$ cat config.mk
export PLATFORM = sky130hd
export DESIGN_NAME = sdram_port_arbiter
export DESIGN_NICKNAME = d
export VERILOG_FILES = /design/src/rtl/sdram_port_arbiter.sv
export SDC_FILE = /design/constraint.sdc
export NUM_CORES = 1
export LEC_CHECK = 0
export BUFFER_PORTS_ARGS = -buffer_cell sky130_fd_sc_hd__buf_4
export CORE_AREA = 2 2 116 118
export DETAILED_ROUTE_END_ITERATION = 10
export DIE_AREA = 0 0 118 120
export GPL_TIMING_DRIVEN = 0
export HOLD_SLACK_MARGIN = 0.1
export PLACE_DENSITY = 0.54
export SYNTH_ARGS = -nofsm -noshare
export SYNTH_HDL_FRONTEND = slang
export SYNTH_SLANG_ARGS = --single-unit
$ cat constraint.sdc
create_clock -name clk_clk -period 6.8 [get_ports clk_clk]
set_clock_uncertainty 0.15 [all_clocks]
set_input_delay 0.34 -clock clk_clk [delete_from_list [all_inputs] [get_ports clk_clk]]
set_output_delay 0.34 -clock clk_clk [all_outputs]
set_load 0.01 [all_outputs]
$ cat src/rtl/sdram_port_arbiter.sv
// sdram_port_arbiter
//   Shares the SDRAM controller's single Avalon-MM bridge slave between two core masters:
//   m0 (instruction fetch) and m1 (data load/store). One single-beat transfer is in flight
//   on the request side at a time. The ID of every accepted read is queued, so each
//   returning readdatavalid is routed back to the master that issued that read.
//
//   Optional feature, macro SDRAM_ARB_ROUND_ROBIN_EN:
//     defined   - contested grants alternate, using the last granted master
//     undefined - fixed priority, m1 over m0
//
// Ports
//   clk_clk, reset_reset_n        clock, asynchronous active-low reset
//   m0_* / m1_*                   master slave-side ports (address, read, write, writedata,
//                                 byteenable in; waitrequest, readdata, readdatavalid out)
//   mm_bridge_s_*                 controller bridge slave (request out, response in)
//   rd_orphan                     sticky: readdatavalid arrived with no read pending
module sdram_port_arbiter #(
   parameter int unsigned ADDR_W      = 27,
   parameter int unsigned DATA_W      = 32,
   parameter int unsigned MAX_PENDING = 4
) (
   input  logic                  clk_clk,
   input  logic                  reset_reset_n,
   input  logic [ADDR_W-1:0]     m0_address,
   input  logic                  m0_read,
   input  logic                  m0_write,
   input  logic [DATA_W-1:0]     m0_writedata,
   input  logic [DATA_W/8-1:0]   m0_byteenable,
   output logic                  m0_waitrequest,
   output logic [DATA_W-1:0]     m0_readdata,
   output logic                  m0_readdatavalid,
   input  logic [ADDR_W-1:0]     m1_address,
   input  logic                  m1_read,
   input  logic                  m1_write,
   input  logic [DATA_W-1:0]     m1_writedata,
   input  logic [DATA_W/8-1:0]   m1_byteenable,
   output logic                  m1_waitrequest,
   output logic [DATA_W-1:0]     m1_readdata,
   output logic                  m1_readdatavalid,
   output logic [ADDR_W-1:0]     mm_bridge_s_address,
   output logic [DATA_W-1:0]     mm_bridge_s_writedata,
   output logic [DATA_W/8-1:0]   mm_bridge_s_byteenable,
   output logic                  mm_bridge_s_read,
   output logic                  mm_bridge_s_write,
   output logic                  mm_bridge_s_burstcount,
   output logic                  mm_bridge_s_debugaccess,
   input  logic                  mm_bridge_s_waitrequest,
   input  logic [DATA_W-1:0]     mm_bridge_s_readdata,
   input  logic                  mm_bridge_s_readdatavalid,
   output logic                  rd_orphan
);

   localparam int unsigned PtrW = $clog2(MAX_PENDING);
   localparam logic [PtrW:0] FullCnt = (PtrW + 1)'(MAX_PENDING);

   typedef enum logic [1:0] {StArb, StBusy0, StBusy1} state_t;

   state_t                 state;
   logic [MAX_PENDING-1:0] id_mem;   // 1 = read issued by m1
   logic [PtrW-1:0]        wr_ptr;
   logic [PtrW-1:0]        rd_ptr;
   logic [PtrW:0]          count;

   logic fifo_full, fifo_empty, head_id;
   logic req0, req1, elig0, elig1;
   logic accept0, accept1, push, pop, grant1;

   assign fifo_full  = (count == FullCnt);
   assign fifo_empty = (count == '0);
   assign head_id    = id_mem[rd_ptr];

   assign req0  = m0_read | m0_write;
   assign req1  = m1_read | m1_write;
   // A read may only be granted while there is room to remember who issued it.
   assign elig0 = m0_write | (m0_read & ~fifo_full);
   assign elig1 = m1_write | (m1_read & ~fifo_full);

   assign accept0 = (state == StBusy0) & req0 & ~mm_bridge_s_waitrequest;
   assign accept1 = (state == StBusy1) & req1 & ~mm_bridge_s_waitrequest;
   assign pop     = mm_bridge_s_readdatavalid & ~fifo_empty;
   assign push    = ((accept0 & m0_read) | (accept1 & m1_read)) & (~fifo_full | pop);

`ifdef SDRAM_ARB_ROUND_ROBIN_EN
   logic last_grant;   // 1 = m1 was granted last

   assign grant1 = (elig0 & elig1) ? ~last_grant : elig1;
`else
   assign grant1 = elig1;
`endif

   // Bridge request is a straight copy of the owning master; idle drives zeros.
   always_comb begin
      mm_bridge_s_address    = '0;
      mm_bridge_s_writedata  = '0;
      mm_bridge_s_byteenable = '0;
      mm_bridge_s_read       = 1'b0;
      mm_bridge_s_write      = 1'b0;
      m0_waitrequest         = 1'b1;
      m1_waitrequest         = 1'b1;
      case (state)
         StBusy0: begin
            mm_bridge_s_address    = m0_address;
            mm_bridge_s_writedata  = m0_writedata;
            mm_bridge_s_byteenable = m0_byteenable;
            mm_bridge_s_read       = m0_read;
            mm_bridge_s_write      = m0_write;
            m0_waitrequest         = mm_bridge_s_waitrequest;
         end
         StBusy1: begin
            mm_bridge_s_address    = m1_address;
            mm_bridge_s_writedata  = m1_writedata;
            mm_bridge_s_byteenable = m1_byteenable;
            mm_bridge_s_read       = m1_read;
            mm_bridge_s_write      = m1_write;
            m1_waitrequest         = mm_bridge_s_waitrequest;
         end
         default: ;
      endcase
   end

   assign mm_bridge_s_burstcount  = 1'b1;
   assign mm_bridge_s_debugaccess = 1'b0;

   assign m0_readdata      = mm_bridge_s_readdata;
   assign m1_readdata      = mm_bridge_s_readdata;
   assign m0_readdatavalid = pop & ~head_id;
   assign m1_readdatavalid = pop & head_id;

   always_ff @(posedge clk_clk or negedge reset_reset_n) begin
      if (!reset_reset_n) begin
         state     <= StArb;
         id_mem    <= '0;
         wr_ptr    <= '0;
         rd_ptr    <= '0;
         count     <= '0;
         rd_orphan <= 1'b0;
`ifdef SDRAM_ARB_ROUND_ROBIN_EN
         last_grant <= 1'b1;
`endif
      end else begin
         case (state)
            StArb: begin
               if (elig0 | elig1) begin
                  state <= grant1 ? StBusy1 : StBusy0;
`ifdef SDRAM_ARB_ROUND_ROBIN_EN
                  last_grant <= grant1;
`endif
               end
            end
            // Leave on acceptance, or when the master abandons its strobes.
            StBusy0: if (!req0 || !mm_bridge_s_waitrequest) state <= StArb;
            StBusy1: if (!req1 || !mm_bridge_s_waitrequest) state <= StArb;
            default: state <= StArb;
         endcase

         if (push) begin
            id_mem[wr_ptr] <= (state == StBusy1);
            wr_ptr         <= wr_ptr + 1'b1;
         end
         if (pop) rd_ptr <= rd_ptr + 1'b1;
         case ({push, pop})
            2'b10:   count <= count + 1'b1;
            2'b01:   count <= count - 1'b1;
            default: ;
         endcase

         if (mm_bridge_s_readdatavalid && fifo_empty) rd_orphan <= 1'b1;
      end
   end

endmodule

; After elaboration in Yosys (flattened, before gate mapping)
; Cells that the tools add are included.
; W data, S select, Z words.
[classes]
shift = 0
bitwise_logic = 23
div_mod_pow = 0
n_reduce_logical = 11
n_mux = 18
add_sub_neg = 4
order_cmp = 3
mul = 0
eq_ne = 8
[ops]
columns = operator, n
row1 = $pmux W32 S2, 1
row2 = $pmux W27 S2, 1
row3 = $and A1 B1 Y1, 12
row4 = $mux W2, 4
row5 = $pmux W4 S2, 1
row6 = $or A1 B1 Y1, 7
row7 = $lt A2 B3 Y1 const B, 2
row8 = $pmux W2 S3, 1
row9 = $pmux W3 S2, 1
row10 = $add A2 B1 Y2 const B, 2
row11 = $bwmux W4, 1
row12 = $eq A2 B1 Y1 const B, 2
row13 = $eq A2 B2 Y1 const B, 2
row14 = $mux W1, 4
row15 = $ne A2 B1 Y1 const B, 2
row16 = $not A1 Y1, 4
row17 = $pmux W1 S2, 2
row18 = $add A3 B1 Y3 const B, 1
row19 = $eq A3 B3 Y1 const B, 1
row20 = $logic_not A1 Y1, 3
row21 = $logic_not A3 Y1, 1
row22 = $reduce_and A3 Y1, 1
row23 = $sub A3 B1 Y3 const B, 1
row24 = $bmux W1 S2, 1
row25 = 7 further kinds, 9
[totals]
in_bits = 166
n_memories = 0
output_inout_bits = 136
ram_bits = 0
word_cells = 73
ff_bits = 14
latchBits = 0
romBits = 0

; Logic depth before layout (Yosys ltp)
; Gate-level depths: netlist of run 1.
[logic_depth]
depth_word = 8
ltp_mapped = 12
depth_no_buf = 11

; Worst setup path before layout of run 1
; OpenSTA, ideal clock, no wires.
[synth_timing]
path_type = reg2reg
start = reg state[0]
end = reg count[2]
slack_ns = 4.486
setup_time_ns = 0.079
path_stages_with_launch = 13
path_buffers = 1
t_arrival_ns = 2.085
period_less_slack_ns = 2.314
required_ns = 6.571
cell_sequence = dfrtp_1 -> inv_1 -> ha_1 -> buf_2 -> a22oi_1 -> nor3_4 -> inv_1 -> ha_1 -> inv_1 -> fa_1 -> xor2_1 -> nor2_1 -> xor2_1
[synth_via]
elab_chain_cells = 8
elab_cells_between_ends = 14
cone_classes = 4 x eq/ne / 1 x mux / 8 x bitwise / 1 x reduce/logical
[synth_lines]
columns = item, line
row1 = "start, declared", 58  ; state_t state;
row2 = "start signal, assigned", 131  ; state <= StArb;
row3 = "start signal, assigned", 144  ; state <= grant1 ? StBusy1 : StBusy0;
row4 = "start signal, assigned", 151  ; StBusy0: if (!req0 || !mm_bridge_s_waitrequest) state <= StArb;
row5 = $eq A2 B1 Y1 / $eq A2 B2 Y1 (equally long branches), "78, 79"
row6 = "$and A1 B1 Y1, on equally long branches (2 in a row)", "78, 79"
row7 = $and A1 B1 Y1, 81  ; assign push = ((accept0 & m0_read) | (accept1 & m1_read)) & (~fifo_full | pop);
row8 = $or A1 B1 Y1 (*), 81
row9 = $and A1 B1 Y1 (*), 81
row10 = $eq A2 B1 Y1 / $eq A2 B2 Y1 (equally long branches), 161  ; case ({push, pop})
row11 = $pmux W3 S2 / $reduce_bool A2 Y1 (equally long branches), n/a
row12 = "end signal, assigned", 162  ; 2'b10: count <= count + 1'b1;
row13 = "end signal, assigned", 163  ; 2'b01: count <= count - 1'b1;
row14 = "end, declared", 62  ; logic [PtrW:0] count;
; Every way passes the cells marked *; elsewhere a longest branch is shown, timed or not.
; A chain may end at the register's enable or synchronous reset.

; Worst setup path in the final report of run 1
[layout_timing]
start = reg state[1]
end = out mm_bridge_s_writedata[30]
[layout_via]
elab_chain_cells = 2
elab_cells_between_ends = 3
cone_classes = 2 x eq/ne / 1 x mux
[layout_lines]
columns = item, line
row1 = $eq A2 B2 Y1 / $eq A2 B1 Y1 (equally long branches), 100  ; case (state)
row2 = $pmux W32 S2 (*), 100
row3 = "end, declared", 41  ; output logic [DATA_W-1:0] mm_bridge_s_writedata,
; Marked as above.

==> results of run 1 <==
layout by cell type (no fill, tap or decap), drive strengths merged:
| cell type | count |
|---|---|
| ha | 8 |
| a21o | 1 |
| nand2 | 8 |
| dfrtp | 14 |
| or3b | 1 |
| inv | 9 |
| xor2 | 2 |
| nor2b | 66 |
| nor3 | 2 |
| clkbuf | 18 |
| nor4b | 1 |
| and3 | 1 |
| mux2 | 4 |
| nand2b | 3 |
| a21oi | 3 |
| conb | 2 |
| a221o | 1 |
| mux4 | 1 |
| nor2 | 3 |
| a22oi | 65 |
| dlygate4sd3 | 1 |
| and2 | 1 |
| o21ai | 3 |
| o211ai | 2 |
| xnor2 | 4 |
| buf | 341 |
| fa | 1 |
power by group through the flow:
stage	logic (mW)	registers [mW]	clock network (mW)
2_1_floorplan	0.672	0.148	0
3_3_place_gp	1.15	0.155	0
3_5_place_dp	1.17	0.157	0
4_1_cts	1.17	0.157	0.124
5_1_grt	1.26	0.163	0.129
6_report	1.15	0.157	0.121
area by class of cell:
type	instances	area [um^2]
Tap cell	176	220
Buffer	88	584
Clock buffer	4	88.8
Inverter	9	33.8
Multi-Input combinational cell	183	1340
Sequential cell	14	350
Fill cell	1329	8350
Timing Repair Buffer	268	2010
routing by layer:
metal,vias to the layer above,part of all wire [%]
met5,-,0
met4,0,1.0
met3,10,5.7
met2,129,55
met1,1409,38
li1,1491,-
state kept, by name (all words and copies together) (netlist names):
| register | cells |
|---|---|
| count | 3 |
| state | 2 |
| wr_ptr | 2 |
| id_mem | 4 |
| rd_ptr | 2 |
| rd_orphan | 1 |
worst max-delay path: cells and delay by family, from the launching register on:
| kind | cells | cell delay [ns] |
|---|---|---|
| buffers and inverters | 4 | 1.01 |
| DFF | 1 | 0.40 |
| adders and majority gates | 1 | 0.23 |
| and+or+nand+nor | 1 | 0.22 |
| AOI/OAI and AO/OA | 1 | 0.14 |
metrics by stage:
step / std cells / util, % / hold slack [ns] / total power [mW]
after floorplan: 294 / - / -0.106 / 0.820
after global placement: 737 / 34.9 / 0.0502 / 1.31
after detailed placement: 737 / 34.9 / 0.0531 / 1.32
after CTS: 742 / 35.6 / 0.180 / 1.46
after global routing: 742 / 35.6 / 0.184 / 1.56
final: 742 / 35.6 / 0.183 / 1.43
timing repair:
item	CTS	global route
hold buffers	1	0
hold endpoints to repair	14	0
gates resized for setup	0	0
buffers inserted	0	0
kinds of logic after synthesis:
kind of cell / after synthesis / share of synthesized area [%]
flip-flops: 14 / 15.2
buffers and inverters: 97 / 26.8
multiplexers: 5 / 2.93
AO/OA/AOI/OAI: 75 / 24.1
AND/OR/NAND/NOR: 86 / 23.1
XOR/XNOR: 6 / 2.28
other: 2 / 0.326
adder cells (fa/ha/maj): 9 / 5.21
path summary, 6_finish.rpt:
check	start	to	slack, ns	cells past startpoint
min in group asynchronous	reset_reset_n	rd_orphan	0.34	2
setup reg to reg	state[0]	count[2]	4.20	12
hold / removal	mm_bridge_s_readdatavalid	rd_orphan	0.18	2
setup / recovery	state[1]	mm_bridge_s_writedata[30]	4.06	7
max in group asynchronous	reset_reset_n	rd_ptr[0]	6.00	2
hold reg to reg	rd_orphan	rd_orphan	0.31	1
==> results.cfg, run 1 <==
[status]
status = completed

[final_layout]
final_nets = 742
fin_area_mm2 = 0.00463
syn_to_final_growth_pct = 101
diodes = 0
drive_gt1_share_pct = 61.5

[routing]
wl_um = 10300
wl_per_cell_um = 13.9
vias_per_cell = 4.10
drcViolationCount = 0
vias = 3039
first_pass_iters = 4
ant_nets = 0
drt_iter0_markers = 92

[logic_synthesis]
synth_edf_count = 0
synth_ff_type = dfrtp_1
synth_fp_nets = 469
synth_area_mm2 = 0.00230
ys_top_cells_by_count = buf_4 (66), nor2b_1 (66), a22oi_1 (65)
synth_cell_types = 33
syn_avg_cell_area_um2 = 7.83
synth_top_cell_by_area = buf_4
ys_seq_elements = 14
synth.yosys.seq_area_share_pct = 15.2
synth_warnings = 0
syn_inst = 294
synth.area.top_cells = buf_4 (22%), a22oi_1 (21%), nor2b_1 (18%), dfrtp_1 (15%), ha_1 (4.3%)
synth.top_cell.area_share_pct = 21.5
async_flop_share_pct = 100

[grt]
grt_pass1_vias = 2952
grt_util_all_layers_pct = 13.4
grtUsageMet3_pct = 1.66
gr-max-usage-layer = met2
grt.met1_usage_pct = 15.4
grt_pass1_wl_um = 15500
grt_antenna_before_repair = 0
grt.met2_usage_pct = 26.0
grt_max_degree = 15
grt-ovfl-total = 0

[sta]
hold_violations = 0
fmax_mhz = 365
setup_tns_ns = 0
layout_worst_path_cycle_share_pct = 40.2
fin_crit_ns = 2.74
rsz0062_at_grt = no
setup_violations = 0
tightest_slew_ns = 0.553
final_max_slew_viol_count = 0
finalWorstSetupSlack_ns = 4.06
slew-limit-headroom_pct = 63.2

[clocking]
clockBufferDepth = 2
cts_tree = built
h-tree-depth = 1
numCtsBuffers = 3
clkSlewWorstSetupHoldPaths_ns = 0.05
worstSkewPairLatency_ns = 0.24
cts_sinks = 14
cts-root-buf = clkbuf_16

[die]
die-area_mm2 = 0.0142
die_w_um = 118
die_h_um = 120
ios = 302
coreArea_mm2 = 0.0130
initial_core_util_pct = 17.7
rows = 42

[power]
sequentialPowerShare_pct = 11.0
clockPowerShare_pct = 8.5
p_switching_mw = 0.635
p_leak_nw = 2.32
p_int_mw = 0.792
swShare_pct = 44.5
irDropWorstVdd_mv = 0.109
p_per_area_mw_per_mm2 = 308
p_comb_share_pct = 80.5

[setup_path]
crit_required_ns = 6.31
critPathKind = flop to output port
path_max_fanout = 10
startpoint_type = flop
cp_slowest_cell = clkbuf_1
worstSetupEndpointType = output port
crit_arrival_ns = 2.25
cp_slowest_stage_delay_ns = 0.47
worstPathCellList = inv_1 > ha_1 > buf_2 > clkbuf_1 > a22oi_1 > nor2b_1 > buf_4

[job]
maxCapViolCount = 0

[placement]
pre_cts_slack_ns = 4.19
routabilityCongestion = 0.792
hpwl_um = 8850
numPortBuffers = 267
dpl-instance-area_mm2 = 0.00453

[hold_path]
hp-class = primary input to flop
No activity file was read; power rests on OpenSTA's default activity.
==> inputs of run 2 (changes only) <==
==> config.mk (replaced) <==
export PLATFORM = sky130hd
export DESIGN_NAME = sdram_port_arbiter
export DESIGN_NICKNAME = d
export VERILOG_FILES = /design/src/rtl/sdram_port_arbiter.sv
export SDC_FILE = /design/constraint.sdc
export NUM_CORES = 1
export LEC_CHECK = 0
export ABC_AREA = 1
export BUFFER_PORTS_ARGS = -buffer_cell sky130_fd_sc_hd__buf_4
export CORE_AREA = 2 2 117 119
export DETAILED_ROUTE_END_ITERATION = 10
export DIE_AREA = 0 0 119 121
export GPL_TIMING_DRIVEN = 0
export HOLD_SLACK_MARGIN = 0.1
export PLACE_DENSITY = 0.53
export SYNTH_ARGS = -nofsm -noshare
export SYNTH_HDL_FRONTEND = slang
export SYNTH_SLANG_ARGS = --single-unit
==> constraint.sdc (replaced) <==
create_clock -name clk_clk -period 2.7 [get_ports clk_clk]
set_clock_uncertainty 0.15 [all_clocks]
set_input_delay 0.135 -clock clk_clk [delete_from_list [all_inputs] [get_ports clk_clk]]
set_output_delay 0.135 -clock clk_clk [all_outputs]
set_load 0.01 [all_outputs]
==> results.cfg, run 2 <==
[sta]
layout_worst_path_cycle_share_pct = 89.3
setup_tns_ns = 0
fmax_mhz = 415
fin_crit_ns = 2.41
hold_violations = 0
finalWorstSetupSlack_ns = 0.288
final_max_slew_viol_count = 0
setup_violations = 0
rsz0062_at_grt = no

[die]
rows = 42
die_w_um = 119
die_h_um = 121
die-area_mm2 = 0.0144
coreArea_mm2 = 0.0131
ios = 302
initial_core_util_pct = 17.4

[routing]
wl_um = 12300
wl_per_cell_um = 14.6
vias_per_cell = 3.94
vias = 3325
first_pass_iters = 4
drt_iter0_markers = 112
drcViolationCount = 0
ant_nets = 0

[final_layout]
syn_to_final_growth_pct = 103
layout_commonest_cell = buf_4
final_cell_mix = buf_4 (335), nand2_1 (160), a21oi_1 (69)
top_regs = id_mem x4, count x3
final_nets = 844
largest-register = id_mem
diodes = 0
drive_gt1_share_pct = 53.1
largest_reg_flops = 4
utilization_pct = 35.3
n_fill_cell = 1435

[logic_synthesis]
synth.area.top_cells = nand2_1 (26%), buf_4 (22%), dfrtp_1 (15%), a21oi_1 (15%), ha_1 (4.4%)
synth_area_mm2 = 0.00228
synth_warnings = 0
ys_seq_elements = 14
synth_fp_nets = 569
synth.top_cell.area_share_pct = 26.3
yosysMostFrequentCell = nand2_1
synth_edf_count = 0
synth_cell_types = 24
synth_ff_type = dfrtp_1
syn_avg_cell_area_um2 = 5.79
async_flop_share_pct = 100
ys_top_cells_by_count = nand2_1 (160), a21oi_1 (69), buf_4 (68)
synth_top_cell_by_area = nand2_1
synth.yosys.seq_area_share_pct = 15.4
syn_inst = 394

[power]
finalPower_mw = 3.16
irDropWorstVdd_mv = 0.277
p_per_area_mw_per_mm2 = 683
p_leak_nw = 2.47

[clocking]
cts_tree = built
worstSkewPairLatency_ns = 0.24
cts_sinks = 14
clkSlewWorstSetupHoldPaths_ns = 0.05
cts-root-buf = clkbuf_16
h-tree-depth = 1
clockBufferDepth = 2
hold_buffers = 3
numCtsBuffers = 3
ctsResizeCount = 0
cts_setup_buffers = 0

[setup_path]
cp_slowest_cell = fa_1
startpoint_type = flop
crit_arrival_ns = 2.38
crit_buf_inv = 4
critPathKind = flop to flop
path_max_fanout = 10
cp_slowest_stage_delay_ns = 0.37
worstPathCellList = inv_1 > ha_1 > buf_4 > nand2_2 > nand2_1 > nand3_2 > buf_6 > ha_1 > inv_1 > fa_1 > a21oi_1 > o21ai_0 > xor2_1
reg2reg_slack_ns = 0.29
crit_required_ns = 2.67
cp_top_family = adder cells
worstSetupEndpointType = flop

[grt]
grt_pass1_wl_um = 17800
grt-ovfl-total = 0
grt_antenna_before_repair = 0
grt_max_degree = 15
grt_util_all_layers_pct = 15.8
grt_pass1_vias = 3306

[status]
status = completed

[placement]
pre_cts_slack_ns = 0.273
routabilityCongestion = 0.834
numPortBuffers = 267
hpwl_um = 11000

[hold_path]
hp-class = primary input to asynchronous set/reset pin

[job]
maxCapViolCount = 0
## run 2: cell families after synthesis
group | synth area share [%]
compound gates | 17.2
xor+xnor | 1.54
fa+ha+maj | 5.27
buf+inv | 30.1
flops | 15.4
other cells | 0.329
simple gates | 30.2
## run 2: per-stage QoR
stage	instance area (um^2)	cells	hold WS [ns]
6_report	4620	844	0.122
2_1_floorplan	2280	394	-0.311
4_1_cts	4620	844	0.131
3_5_place_dp	4510	837	-0.150
5_1_grt	4620	844	0.147
3_3_place_gp	4510	837	-0.157
## run 2: path summary, 6_finish.rpt
path / from / to / depth (start not counted)
setup / recovery: state[0] / count[2] / 13
hold / removal: reset_reset_n / id_mem[2] / 2
setup reg to reg: state[0] / count[2] / 13
hold reg to reg: id_mem[2] / id_mem[2] / 2
max in group asynchronous: reset_reset_n / rd_ptr[0] / 2
min in group clk_clk: m1_read / state[1] / 4
## run 2: worst register-to-register path, stage by stage (launching register included)
cell and delay (ns):
dfrtp_1 0.34, inv_1 0.07, ha_1 0.19, buf_4 0.17, nand2_2 0.08, nand2_1 0.06
nand3_2 0.10, buf_6 0.14, ha_1 0.14, inv_1 0.06, fa_1 0.37, a21oi_1 0.14
o21ai_0 0.11, xor2_1 0.15
## run 2: layer usage
layer  vias to the layer above  share of wire [%]  GRT usage [%]
met5                         -                  0              0
met4                         0               0.45           1.86
met1                      1421                 38           18.2
met2                       192                 47           26.8
met3                         5                 14           8.13
li1                       1707                  -              -
## run 2: cell type report
type,instances,area [um^2],area share [%]
Timing Repair Buffer,270,2030,44.0
Buffer,89,611,13.2
Inverter,20,75.1,1.62
Sequential cell,14,350,7.58
Multi-Input combinational cell,271,1240,26.9
Tap cell,176,220,4.76
Clock buffer,4,88.8,1.92
## run 2: report_power, final
part	switching (mW)	internal, mW
combinational	1.43	1.04
clock	0.0839	0.224
sequential	0.0727	0.305
==> inputs of run 3 (changes only) <==
==> constraint.sdc (replaced) <==
create_clock -name clk_clk -period 2.7 [get_ports clk_clk]
set_clock_uncertainty 0.15 [all_clocks]
set_input_delay 0.405 -clock clk_clk [delete_from_list [all_inputs] [get_ports clk_clk]]
set_output_delay 0.405 -clock clk_clk [all_outputs]
set_load 0.01 [all_outputs]
==> results.cfg, run 3 (same netlist as run 2, synthesis figures left out) <==
[final_layout]
fin_area_mm2 = 0.00461
largest_reg_flops = 4
top_regs = id_mem x4, count x3
layout_commonest_cell = buf_4
drive_gt1_share_pct = 53.3
largest-register = id_mem
final_cell_mix = buf_4 (335), nand2_1 (160), a21oi_1 (69)
syn_to_final_growth_pct = 102
diodes = 0
final_nets = 842

[clocking]
numCtsBuffers = 3
cts_setup_buffers = 0
cts_tree = built
h-tree-depth = 1
worstSkewPairLatency_ns = 0.24
cts_sinks = 14
clockBufferDepth = 2
clkSlewWorstSetupHoldPaths_ns = 0.05
cts-root-buf = clkbuf_16

[setup_path]
path_max_fanout = 10
critPathKind = flop to output port
reg2reg_slack_ns = 0.29
crit_required_ns = 2.14
startpoint_type = flop
crit_arrival_ns = 1.94
r2r-end = count[2]
worstRegToRegCells = 13
worstSetupEndpointType = output port
path_common_cell = inv_1
cp_slowest_stage_delay_ns = 0.40
worstPathCellList = inv_1 > ha_1 > inv_1 > buf_2 > buf_1 > a21oi_1 > buf_4
timing.rr.start = state[0]
cp_slowest_cell = buf_1

[hold_path]
hp-start = mm_bridge_s_readdatavalid
hold_end = rd_orphan
worstHoldPathCells = 3
hp-class = primary input to flop

[routing]
wl_um = 12300
drcViolationCount = 0
vias = 3312
ant_nets = 0
wl_per_cell_um = 14.6
drt_iter0_markers = 96
first_pass_iters = 4
vias_per_cell = 3.93

[die]
die_w_um = 119
coreArea_mm2 = 0.0131
rows = 42
ios = 302
die_h_um = 121
initial_core_util_pct = 17.4
die-area_mm2 = 0.0144

[sta]
fmax_mhz = 401
layout_worst_path_cycle_share_pct = 92.3
final_max_slew_viol_count = 0
fin_crit_ns = 2.49
setup_violations = 0
hold_violations = 0
setup_tns_ns = 0
rsz0062_at_grt = no

[grt]
grt_pass1_vias = 3298
grt_util_all_layers_pct = 15.7
grt-ovfl-total = 0
grt_max_degree = 15
grt_antenna_before_repair = 0
grt_pass1_wl_um = 17800

[placement]
hpwl_um = 11000
routabilityCongestion = 0.834
dpl-instance-area_mm2 = 0.00451
numPortBuffers = 267

[power]
p_leak_nw = 2.46
irDropWorstVdd_mv = 0.276
p_per_area_mw_per_mm2 = 686

[status]
status = completed

[job]
maxCapViolCount = 0
## run 3: changes by cell type in the layout (fill, tap and decap cells not counted), sizes merged
cell and change:
dlygate4sd3 -2, buf -1, clkbuf +1
## run 3: what timing repair did
| item | CTS | global route |
|---|---|---|
| gates resized for setup | 0 | 1 |
| setup endpoints to repair | 0 | 1 |
| hold buffers | 1 | 0 |
| hold endpoints to repair | 14 | 0 |
## run 3: through the flow
step | instances | util (%) | worst slack [ns] | hold slack (ns) | power, mW
after global routing | 842 | 35.2 | 0.00583 | 0.346 | 3.49
final | 842 | 35.2 | 0.209 | 0.309 | 3.16
after detailed placement | 837 | 34.4 | 0.273 | 0.120 | 2.89
after floorplan | 394 | - | 0.451 | -0.0406 | 1.71
after CTS | 842 | 35.2 | 0.134 | 0.317 | 3.21
after global placement | 837 | 34.4 | 0.281 | 0.113 | 2.86
## run 3: worst max-delay path by stage
stage	from	end	slack (ns)	depth (start not counted)
4_1_cts	state[1]	mm_bridge_s_writedata[7]	0.13	7
2_1_floorplan	state[0]	count[2]	0.45	13
6_report	state[0]	mm_bridge_s_writedata[3]	0.21	7
3_5_place_dp	state[0]	count[2]	0.27	13
3_3_place_gp	state[0]	count[2]	0.28	13
5_1_grt	state[1]	mm_bridge_s_writedata[7]	0.006	7
## run 3: critical path: cells and delay by family (launching register included)
kind	cells	cell delay, ns
fa+ha+maj	1	0.24
compound gates	1	0.09
flops	1	0.37
buf+inv	5	0.99
## run 3: routing by layer
layer	vias up	GRT usage, %	part of all wire, %
met5	-	0	0
met4	0	1.86	0.45
met3	5	8.13	14
met2	190	26.7	47
met1	1414	18.2	38
li1	1703	-	-
## run 3: area by class of cell
| class | count | area [um^2] |
|---|---|---|
| fill | 1436 | 8480 |
| timing repair buffer | 268 | 2010 |
| multi-input combinational | 271 | 1240 |
| buffer | 89 | 613 |
| sequential | 14 | 350 |
| tap | 176 | 220 |
| clock buffer | 4 | 88.8 |
| inverter | 20 | 75.1 |
## run 3: where the power goes
group / switching (mW) / total, mW / leakage (nW) / internal [mW]
clock network: 0.0839 / 0.308 / 0.0442 / 0.224
logic: 1.44 / 2.47 / 2.25 / 1.04
registers: 0.0727 / 0.378 / 0.168 / 0.305
